===== src/rtl/key_debouncer_pkg.sv =====
// key_debouncer_pkg: repeat-FSM state encodings and width helper shared by the debouncer files
package key_debouncer_pkg;

  typedef enum logic [1:0] {
    RPT_IDLE   = 2'd0,
    RPT_DELAY  = 2'd1,
    RPT_REPEAT = 2'd2
  } rpt_state_t;

  function automatic int unsigned max_u(input int unsigned a, input int unsigned b);
    return (a > b) ? a : b;
  endfunction

endpackage


===== src/rtl/key_debouncer_ch.sv =====
// key_debouncer_ch: one push-button channel: synchroniser, integrating filter, edge pulses, hold-to-repeat
module key_debouncer_ch
  import key_debouncer_pkg::*;
#(
  parameter logic [15:0] DEBOUNCE_CYCLES = 16'd50000,
  parameter logic [26:0] REPEAT_DELAY    = 27'd50_000_000,
  parameter logic [26:0] REPEAT_PERIOD   = 27'd10_000_000
) (
  input  logic clk100_i,
  input  logic rst_i,
  input  logic key_i,
  output logic level_o,
  output logic press_o,
  output logic release_o,
  output logic repeat_o
);

  localparam int unsigned CW = $clog2(32'(DEBOUNCE_CYCLES) + 1);
  localparam int unsigned TW = $clog2(max_u(32'(REPEAT_DELAY), 32'(REPEAT_PERIOD)) + 1);
  localparam logic [CW-1:0] CNT_LAST = CW'(32'(DEBOUNCE_CYCLES) - 1);
  localparam logic [TW-1:0] DLY_LAST = TW'(32'(REPEAT_DELAY) - 1);
  localparam logic [TW-1:0] PER_LAST = TW'(32'(REPEAT_PERIOD) - 1);
  localparam bit RPT_EN = REPEAT_DELAY != 27'd0;

  logic s0, s1;
  logic [CW-1:0] cnt;
  logic acc, acc_press, acc_release;
  rpt_state_t state, state_n;
  logic [TW-1:0] tmr, tmr_n;
  logic rep_n;

  assign acc         = (s1 != level_o) && (cnt == CNT_LAST);
  assign acc_press   = acc && s1;
  assign acc_release = acc && !s1;

  always_ff @(posedge clk100_i) begin
    if (rst_i) begin
      s0        <= 1'b0;
      s1        <= 1'b0;
      level_o   <= 1'b0;
      press_o   <= 1'b0;
      release_o <= 1'b0;
      cnt       <= '0;
    end else begin
      s0        <= ~key_i;
      s1        <= s0;
      level_o   <= acc ? s1 : level_o;
      press_o   <= acc_press;
      release_o <= acc_release;
      cnt       <= (s1 == level_o || acc) ? '0 : cnt + 1'b1;
    end
  end

  always_ff @(posedge clk100_i) begin
    if (rst_i) begin
      state    <= RPT_IDLE;
      tmr      <= '0;
      repeat_o <= 1'b0;
    end else begin
      state    <= state_n;
      tmr      <= tmr_n;
      repeat_o <= rep_n;
    end
  end

  // release always wins, even on the edge where a repeat pulse would have fired
  always_comb begin
    state_n = state;
    tmr_n   = tmr + 1'b1;
    rep_n   = 1'b0;
    if (acc_release) begin
      state_n = RPT_IDLE;
      tmr_n   = '0;
    end else if (state == RPT_IDLE) begin
      tmr_n   = '0;
      state_n = (acc_press && RPT_EN) ? RPT_DELAY : RPT_IDLE;
    end else if (state == RPT_DELAY && tmr == DLY_LAST) begin
      state_n = RPT_REPEAT;
      tmr_n   = '0;
      rep_n   = 1'b1;
    end else if (state == RPT_REPEAT && tmr == PER_LAST) begin
      tmr_n   = '0;
      rep_n   = 1'b1;
    end else if (state != RPT_DELAY && state != RPT_REPEAT) begin
      state_n = RPT_IDLE;
      tmr_n   = '0;
    end
  end

endmodule


===== src/rtl/key_debouncer.sv =====
// key_debouncer: KEYS independent debounced push-button channels with press/release/repeat pulses
module key_debouncer
  import key_debouncer_pkg::*;
#(
  parameter int          KEYS            = 2,
  parameter logic [15:0] DEBOUNCE_CYCLES = 16'd50000,
  parameter logic [26:0] REPEAT_DELAY    = 27'd50_000_000,
  parameter logic [26:0] REPEAT_PERIOD   = 27'd10_000_000
) (
  input  logic            clk100_i,
  input  logic            rst_i,
  input  logic [KEYS-1:0] key_i,
  output logic [KEYS-1:0] level_o,
  output logic [KEYS-1:0] press_o,
  output logic [KEYS-1:0] release_o,
  output logic [KEYS-1:0] repeat_o
);

  for (genvar g = 0; g < KEYS; g++) begin : g_ch
    key_debouncer_ch #(
      .DEBOUNCE_CYCLES(DEBOUNCE_CYCLES),
      .REPEAT_DELAY   (REPEAT_DELAY),
      .REPEAT_PERIOD  (REPEAT_PERIOD)
    ) u_ch (
      .clk100_i (clk100_i),
      .rst_i    (rst_i),
      .key_i    (key_i[g]),
      .level_o  (level_o[g]),
      .press_o  (press_o[g]),
      .release_o(release_o[g]),
      .repeat_o (repeat_o[g])
    );
  end

endmodule


===== config.mk =====
export PLATFORM = sky130hd
export DESIGN_NAME = key_debouncer
export DESIGN_NICKNAME = d
export VERILOG_FILES = /design/src/rtl/key_debouncer_pkg.sv /design/src/rtl/key_debouncer_ch.sv /design/src/rtl/key_debouncer.sv
export SDC_FILE = /design/constraint.sdc
export NUM_CORES = 1
export LEC_CHECK = 0
export BUFFER_PORTS_ARGS = -buffer_cell sky130_fd_sc_hd__clkbuf_2
export CORE_ASPECT_RATIO = 0.7
export CORE_UTILIZATION = 54
export DETAILED_ROUTE_END_ITERATION = 8
export PLACE_DENSITY = 0.73
export SETUP_SLACK_MARGIN = 0.15
export SLEW_MARGIN = 20
export SYNTH_ARGS = -nofsm -noshare
export SYNTH_HDL_FRONTEND = slang
export SYNTH_HIERARCHICAL = 1
export SYNTH_SLANG_ARGS = --single-unit
export TNS_END_PERCENT = 10

===== constraint.sdc =====
create_clock -name clk100_i -period 4.6 [get_ports clk100_i]
set_input_delay 0.69 -clock clk100_i [delete_from_list [all_inputs] [get_ports clk100_i]]
set_output_delay 0.69 -clock clk100_i [all_outputs]
set_load 0.005 [all_outputs]

# [After elaboration in Yosys (flattened, before gate mapping)]
# Index checks and enable logic that the tools add are counted.
# W data, S select, Z words.
[word_totals] ff_bits=100 latchBits=0 ramBits=0 rom_bits=0 output_inout_bits=8 elab_cells=88 memories=0
[classes] addsub=4 multipliers=0 div_mod_pow=0 n_lt_le_gt_ge=0 n_eq_ne=20 shift=0 n_mux=14 bitwise=2 n_reduce_logical=30
[ops] cell="$add A26 B1 Y26 const B" count=2
[ops] cell="$eq A26 B24 Y1 const B" count=2
[ops] cell="$eq A26 B26 Y1 const B" count=2
[ops] cell="$add A16 B1 Y16 const B" count=2
[ops] cell="$eq A16 B16 Y1 const B" count=2
[ops] cell="$mux W2" count=8
[ops] cell="$logic_and A1 B1 Y1" count=12
[ops] cell="$reduce_or A6 Y1" count=2
[ops] cell="$reduce_or A2 Y1" count=4
[ops] cell="$mux W1" count=6
[ops] cell="$ne A3 B1 Y1 const B" count=2
[ops] cell="$reduce_bool A3 Y1" count=2
[ops] cell="$reduce_or A3 Y1" count=2
[ops] cell="$eq A2 B1 Y1 const B" count=2
[ops] cell="$eq A2 B2 Y1 const B" count=2
[ops] cell="$logic_not A2 Y1" count=2
[ops] cell="$ne A2 B1 Y1 const B" count=2
[ops] cell="$ne A2 B2 Y1 const B" count=2
[ops] cell="$reduce_and A2 Y1" count=2
[ops] cell="$eq A1 B1 Y1" count=2
[ops] cell="$logic_not A1 Y1" count=2
[ops] cell="$logic_or A1 B1 Y1" count=2
[ops] cell="$ne A1 B1 Y1" count=2
[ops] cell="$not A1 Y1" count=2

# [Depth between registers and ports, before layout]
# Gate-level depths: netlist of the first run.
[logic_depth] depth_word=6 depth_mapped=8 ltp_nobuf=7

# [Cells and area by module]
# The synthesis of the first run kept the hierarchy.
[by_module_without_submodules] module="key_debouncer_ch at g_ch[0].u_ch" n_inst=1 cells_per_inst=247 area_per_inst_um2=2224.6
[by_module_without_submodules] module="key_debouncer_ch at g_ch[1].u_ch" n_inst=1 cells_per_inst=247 area_per_inst_um2=2218.4

# [Worst setup path after synthesis of the first run]
# No wires, ideal clock.
[synth_timing] path_type="reg2reg" from="reg g_ch[0].u_ch.cnt[4]" to="reg g_ch[0].u_ch.tmr[17]" setup_time_ps=115 arrival_time_ps=2024 t_required_ps=4485 setup_slack_ps=2461 stages_incl_launch_ff=8 n_path_buf=2 synth_period_minus_slack_ps=2139 path_cell_list="dfxtp_1 -> or4b_1 -> or4_1 -> buf_2 -> o211a_4 -> nand4b_4 -> buf_6 -> nor2_1"
[synth_between] elab_chain_len=4
[synth_lines] item="start, declared" line="key_debouncer_ch.sv:26" text="logic [CW-1:0] cnt;"
[synth_lines] item="start signal, assigned" line="key_debouncer_ch.sv:50" text="cnt <= (s1 == level_o || acc) ? '0 : cnt + 1'b1;"
[synth_lines] item="$eq A16 B16 Y1" line="key_debouncer_ch.sv:32" text="assign acc = (s1 != level_o) && (cnt == CNT_LAST);"
[synth_lines] item="$logic_and A1 B1 Y1" line="key_debouncer_ch.sv:32"
[synth_lines] item="$logic_and A1 B1 Y1" line="key_debouncer_ch.sv:34" text="assign acc_release = acc && !s1;"
[synth_lines] item="$reduce_or A6 Y1 (no source line)"
[synth_lines] item="end signal, assigned" line="key_debouncer_ch.sv:61" text="tmr <= tmr_n;"
[synth_lines] item="end, declared" line="key_debouncer_ch.sv:29" text="logic [TW-1:0] tmr, tmr_n;"
# Every way passes these cells.
# A chain may end at the register's enable or synchronous reset.

# [Worst setup path in the final report of the first run]
[layout_timing] from="reg g_ch[0].u_ch.tmr[0]" to="reg g_ch[0].u_ch.tmr[10]"
[layout_between] elab_chain_len=3
[layout_lines] item="branches (longest 3 deep; another with $add A26 B1 Y26)"
# Parallel ways; which one is timed is not known.

==> results of run 1 <==
-- state kept, by name (all words and copies together), names as in the netlist --
register / count
g_ch.u_ch/tmr: 52
g_ch.u_ch/s1: 2
g_ch.u_ch/level_o: 2
g_ch.u_ch/repeat_o: 2
g_ch.u_ch/press_o: 2
g_ch.u_ch/release_o: 2
g_ch.u_ch/state: 4
g_ch.u_ch/cnt: 32
g_ch.u_ch/s0: 2
-- final cells by class --
type | instances | share of cell area
inverter | 15 | 0.0116
sequential | 100 | 0.412
clock inverter | 7 | 0.0152
multi-input combinational | 371 | 0.477
timing repair buffer | 11 | 0.0113
clock buffer | 9 | 0.0464
tap | 101 | 0.0260
-- cells in the final DEF (no fill, tap or decap), types with 2 or more instances in the layout --
| cell type | instances |
|---|---|
| nor4_1 | 5 |
| nor4b_1 | 3 |
| inv_1 | 15 |
| dfxtp_1 | 100 |
| clkbuf_2 | 11 |
| inv_6 | 2 |
| or4bb_1 | 2 |
| or4b_1 | 2 |
| ha_1 | 10 |
| clkbuf_16 | 9 |
| and4_1 | 3 |
| a21oi_1 | 7 |
| o21ai_0 | 6 |
| nor2_1 | 99 |
| or4b_2 | 3 |
| or3_1 | 3 |
| clkinv_2 | 2 |
| nand4_1 | 20 |
| xor2_1 | 44 |
| nor3_1 | 17 |
| nor2b_1 | 6 |
| or4_1 | 4 |
| nand2b_1 | 5 |
| and3_1 | 20 |
| nand3_1 | 43 |
| xnor2_1 | 29 |
| nand2_1 | 22 |
-- worst max-delay path: cells and delay by family (launching register included) --
family | cells | cell delay, ps
adders and majority gates | 1 | 220
DFF | 1 | 380
and+or+nand+nor | 5 | 1710
-- path summary, 6_finish.rpt --
path | from | to | slack, ps | depth (start not counted)
worst max-delay path | g_ch[0].u_ch/tmr[0] | g_ch[0].u_ch/tmr[10] | 2160 | 6
worst min-delay path | g_ch[0].u_ch/s0 | g_ch[0].u_ch/s1 | 450 | 1
worst max register to register | g_ch[0].u_ch/tmr[0] | g_ch[0].u_ch/tmr[10] | 2160 | 6
worst min register to register | g_ch[0].u_ch/s0 | g_ch[0].u_ch/s1 | 450 | 1
-- routing by layer --
layer	wire length [um]	part of all wire	up-vias	track usage
li1	-	-	1719	-
met1	4280	0.52	1591	0.283
met2	3540	0.43	68	0.317
met3	408	0.049	4	0.0727
met4	46	0.0056	0	0.0560
met5	0	0	-	0
-- through the flow --
| step | total power, mW | instances |
|---|---|---|
| 2_1_floorplan | 0.894 | 494 |
| 3_3_place_gp | 0.898 | 598 |
| 3_5_place_dp | 0.899 | 598 |
| 4_1_cts | 1.65 | 614 |
| 5_1_grt | 1.69 | 614 |
| 6_report | 1.63 | 614 |
-- cells by family after synthesis --
group                    count (synthesis)
AO/OA/AOI/OAI                           19
adder cells (fa/ha/maj)                 10
buffers and inverters                   23
flip-flops                             100
XOR/XNOR                                73
multiplexers                             2
AND/OR/NAND/NOR                        267
-- power by group --
part	internal [mW]	total [mW]	switching, mW
registers	0.867	0.869	0.00113
clock network	0.424	0.751	0.327
logic	0.00347	0.0101	0.00666
==> out/qor.csv, run 1 <==
metric,value,unit
cp_cell_sequence,ha_1 -> nand4_1 -> or2_2 -> nor4_1 -> nand4b_4 -> nor2_1,
max-slew-margin-rel,0.423,
die_w,110,um
fin_util,0.615,
tightest_slew,857,ps
min-delay-path-class,flop to flop,
synth_area,4440,um^2
multi_input_area,2320,um^2
path_class,flop to flop,
cp.required,4820,ps
cts.clk_slew.worst_paths,70,ps
vdd_drop_max,268,uV
nNetsFinal,522,
post-place-ws,2220,ps
cts-hold-fix-buffers,0,
yosys-top-cells-area,"dfxtp_1 45%, xor2_1 8.7%, nor2_1 8.4%, xnor2_1 5.7%, nand3_1 4.8%",
fmax,0.410,GHz
hold_viol,0,
register_area,2000,um^2
design_area,4860,um^2
syn_inst,494,
ys_types,44,
grt_use_total,0.209,
synthSimpleGateAreaFrac,0.315,
tns,0,ps
avgViaCountPerCell,5.51,
drc,0,
slowest_stage,nor4_1,
start_util,0.562,
fp.dieH,77.9,um
end_kind,flop,
syn_nets,508,
drtAntennaViolNets,0,
n_antenna_cell,0,
worst_ep_arrival_time,2670,ps
synthAdderAreaFrac,0.0282,
die_area,8600,um^2
synth_common_cells,"100 x dfxtp_1, 99 x nor2_1, 44 x xor2_1, 43 x nand3_1, 29 x xnor2_1",
grt_pass1_wl,14500,um
post_cts.repair.setup_buffers,0,
clockRootBuffer,clkbuf_16,
fin_skew,7.65,ps
grt_pass1_vias,3126,
core,7910,um^2
fill_cells,680,
p_leak,1.64,nW
seq_area_frac_synth,0.451,
wl_per_cell,13.5,um
synth_top_family_by_area,simple AND/OR/NAND/NOR gates,
drt-total-wl,8270,um
ys_warn_count,6,
synth_most_common_cell,dfxtp_1,
htreeDepth,3,
rsz0062_at_grt,false,
clock_latency,340,ps
synthMuxAreaShare,0.00479,
setup_viol,0,
overflow,0,
setup_ws,2160,ps
synth.top_cell.area_share,0.451,
avgSynthCellArea,8.99,um^2
gp_congestion,0.794,
antenna_found_initial,0,
syn2layout_area_growth,9.35,%
yosys.area_share.xor_xnor,0.144,
outcome,"finished, final reports clean",
pin_count,12,
dr.pass1.iters,5,
drv_slew,0,
crit_path_max_incr_delay,640,ps
hold-worst-slack,446,ps
placed_area,4560,um^2
synth-async-reset-ratio,0,
p_per_area,335,nW/um^2
maxCapViolCount,0,
io_buffers,11,
cts_resized,0,
critPathLaunchType,flop,
cts_buffers,9,
yosys.area.top_type,dfxtp_1,
cts_tree,built,
finalCritPeriodShare,0.531,
fin_crit,2440,ps
ys_ff_latch,100,
dr.first_iter.drc_count,162,
dominantRegCellSynth,dfxtp_1,
clock-sinks,100,
synth-edff-count,0,
path_max_fanout,26,
dp_hpwl,5760,um
clockBufferDepth,2,
synth_compound_area_frac,0.0299,
drive_gt1_frac,0.0760,
vias,3382,
grt_max_degree,27,
rows,27,
(Power assumes the default switching activity.)
==> run 2: changes to the inputs <==
- PLACE_DENSITY: 0.73 -> 0.75
- clock period: 4.6 -> 2.2 ns (I/O delays scaled with it)
==> out/qor.csv, run 2 (synthesis gave the netlist of run 1 again) <==
metric,value,unit,change
cts_tree,built,,
placed_area,4770,um^2,+4.6%
gp_congestion,0.864,,+8.8%
dr.pass1.iters,4,,-1
regMostFlops,g_ch.u_ch/tmr,,
min-delay-path-class,input pin to flop,,
largest_reg_flops,52,,unchanged
drc,0,,unchanged
finalNonFillerCells,648,,+5.5%
n_antenna_cell,0,,unchanged
final_common_cell,dfxtp_1,,
p_per_area,646,nW/um^2,+93%
setup_ws,108,ps,-2050 ps
fin_skew,6.10,ps,-1.55 ps
grt_max_degree,16,,-41%
clock_latency,340,ps,about the same
finalCritPeriodShare,0.951,,+0.420
start_util,0.562,,unchanged
tightest_slew,668,ps,-190 ps
setup_viol,0,,unchanged
p_leak,2.02,nW,+23%
drv_slew,0,,unchanged
fill_cells,633,,-6.9%
drtAntennaViolNets,0,,unchanged
register_area,2010,um^2,+0.19%
wl_per_cell,15.2,um,+13%
layout_common_cells,"97 x dfxtp_1, 94 x nor2_1, 44 x xor2_1",,
critPathCapture,g_ch[0].u_ch/tmr[22],,
critPathLaunchType,flop,,
hold_viol,0,,unchanged
antenna_found_initial,0,,unchanged
path_class,flop to flop,,
nNetsFinal,556,,+6.5%
r2r-end,g_ch[0].u_ch/tmr[22],,
cts_buffers,9,,unchanged
clock-sinks,100,,unchanged
rr_startpoint,g_ch[0].u_ch/cnt[13],,
core,7910,um^2,unchanged
grt_pass1_wl,16000,um,+11%
rows,27,,unchanged
r2r_setup_slack,110,ps,-2050 ps
max-slew-margin-rel,0.551,,+0.128
reg2regPathDepth,5,,-1
reg_top3,"g_ch.u_ch/tmr (52), g_ch.u_ch/cnt (32), g_ch.u_ch/state (4)",,
worst_ep_arrival_time,2320,ps,-350 ps
vdd_drop_max,631,uV,+140%
outcome,"finished, final reports clean",,
multi_input_area,2510,um^2,+8.1%
grt_use_total,0.231,,+0.0215
path_max_fanout,7,,-73%
fin_total_pwr,3.41,mW,+110%
drive_gt1_frac,0.155,,+0.0794
htreeDepth,3,,unchanged
overflow,0,,unchanged
fmax,0.478,GHz,+17%
avgViaCountPerCell,5.60,,+1.8%
pin_count,12,,unchanged
fin_crit,2090,ps,-349 ps
die_area,8600,um^2,unchanged
fp.dieH,77.9,um,unchanged
post-place-ws,-1.40,ps,-2220 ps
maxCapViolCount,0,,unchanged
design_area,5280,um^2,+8.7%
end_kind,flop,,
clockRootBuffer,clkbuf_16,,
die_w,110,um,unchanged
hold-worst-slack,130,ps,-315 ps
grt_pass1_vias,3460,,+11%
worstSetupStartpoint,g_ch[0].u_ch/cnt[13],,
drt-total-wl,9850,um,+19%
clockBufferDepth,2,,unchanged
dp_hpwl,6010,um,+4.5%
dp_cells,624,,+4.3%
dr.first_iter.drc_count,275,,+70%
io_buffers,11,,unchanged
rsz0062_at_grt,true,,
cts.clk_slew.worst_paths,60,ps,about the same
vias,3632,,+7.4%
syn2layout_area_growth,18.8,%,
cp.required,2430,ps,-2390 ps
## run 2: layout make-up
class,instances,area share
clock buffer,15,0.0507
clock inverter,1,0.00569
inverter,15,0.0107
multi-input combinational,377,0.475
sequential,100,0.380
tap,101,0.0239
timing repair buffer,39,0.0540
## run 2: layer usage
metal  vias to the layer above  GRT usage  share of wire
li1                       1812          -              -
met1                      1723      0.302           0.48
met2                        89      0.365           0.46
met3                         8     0.0688          0.055
met4                         0     0.0760         0.0058
met5                         -          0              0
## run 2: through the flow
step           setup TNS, ps  utilization
4_1_cts                    0        0.654
5_1_grt                    0        0.668
3_5_place_dp           -1.40        0.603
6_report                   0        0.668
3_3_place_gp               0        0.603
2_1_floorplan              0            -
## run 2: worst max-delay path: stages (launching register included)
cell and delay (ps):
dfxtp_2 330, or4_1 490, or4_4 570, o211a_4 330, nand4b_4 200, nor2_1 60
## run 2: how the worst min path moves through the flow
| stage | start | end | slack, ps | depth (start not counted) |
|---|---|---|---|---|
| final | key_i[0] | g_ch[0].u_ch/s0 | 130 | 2 |
| after floorplan | key_i[0] | g_ch[0].u_ch/s0 | 400 | 1 |
| after detailed placement | g_ch[0].u_ch/cnt[0] | g_ch[0].u_ch/cnt[0] | 430 | 1 |
| after global routing | key_i[0] | g_ch[0].u_ch/s0 | 150 | 2 |
| after CTS | key_i[0] | g_ch[0].u_ch/s0 | 120 | 2 |
| after global placement | g_ch[0].u_ch/s0 | g_ch[0].u_ch/s1 | 420 | 1 |
## run 2: repair_timing
action / 4_1_cts / 5_1_grt
gates cloned: 3 / 3
gates resized for setup: 11 / 13
setup buffers: 1 / 1
endpoints found under the setup margin: 69 / 74
hold buffers: 0 / 0
pin swaps: 3 / 14
## run 2: report_power, final
group / internal [mW] / switching (mW)
combinational: 0.00996 / 0.0160
clock: 0.945 / 0.622
sequential: 1.81 / 0.00230
total: 2.77 / 0.640
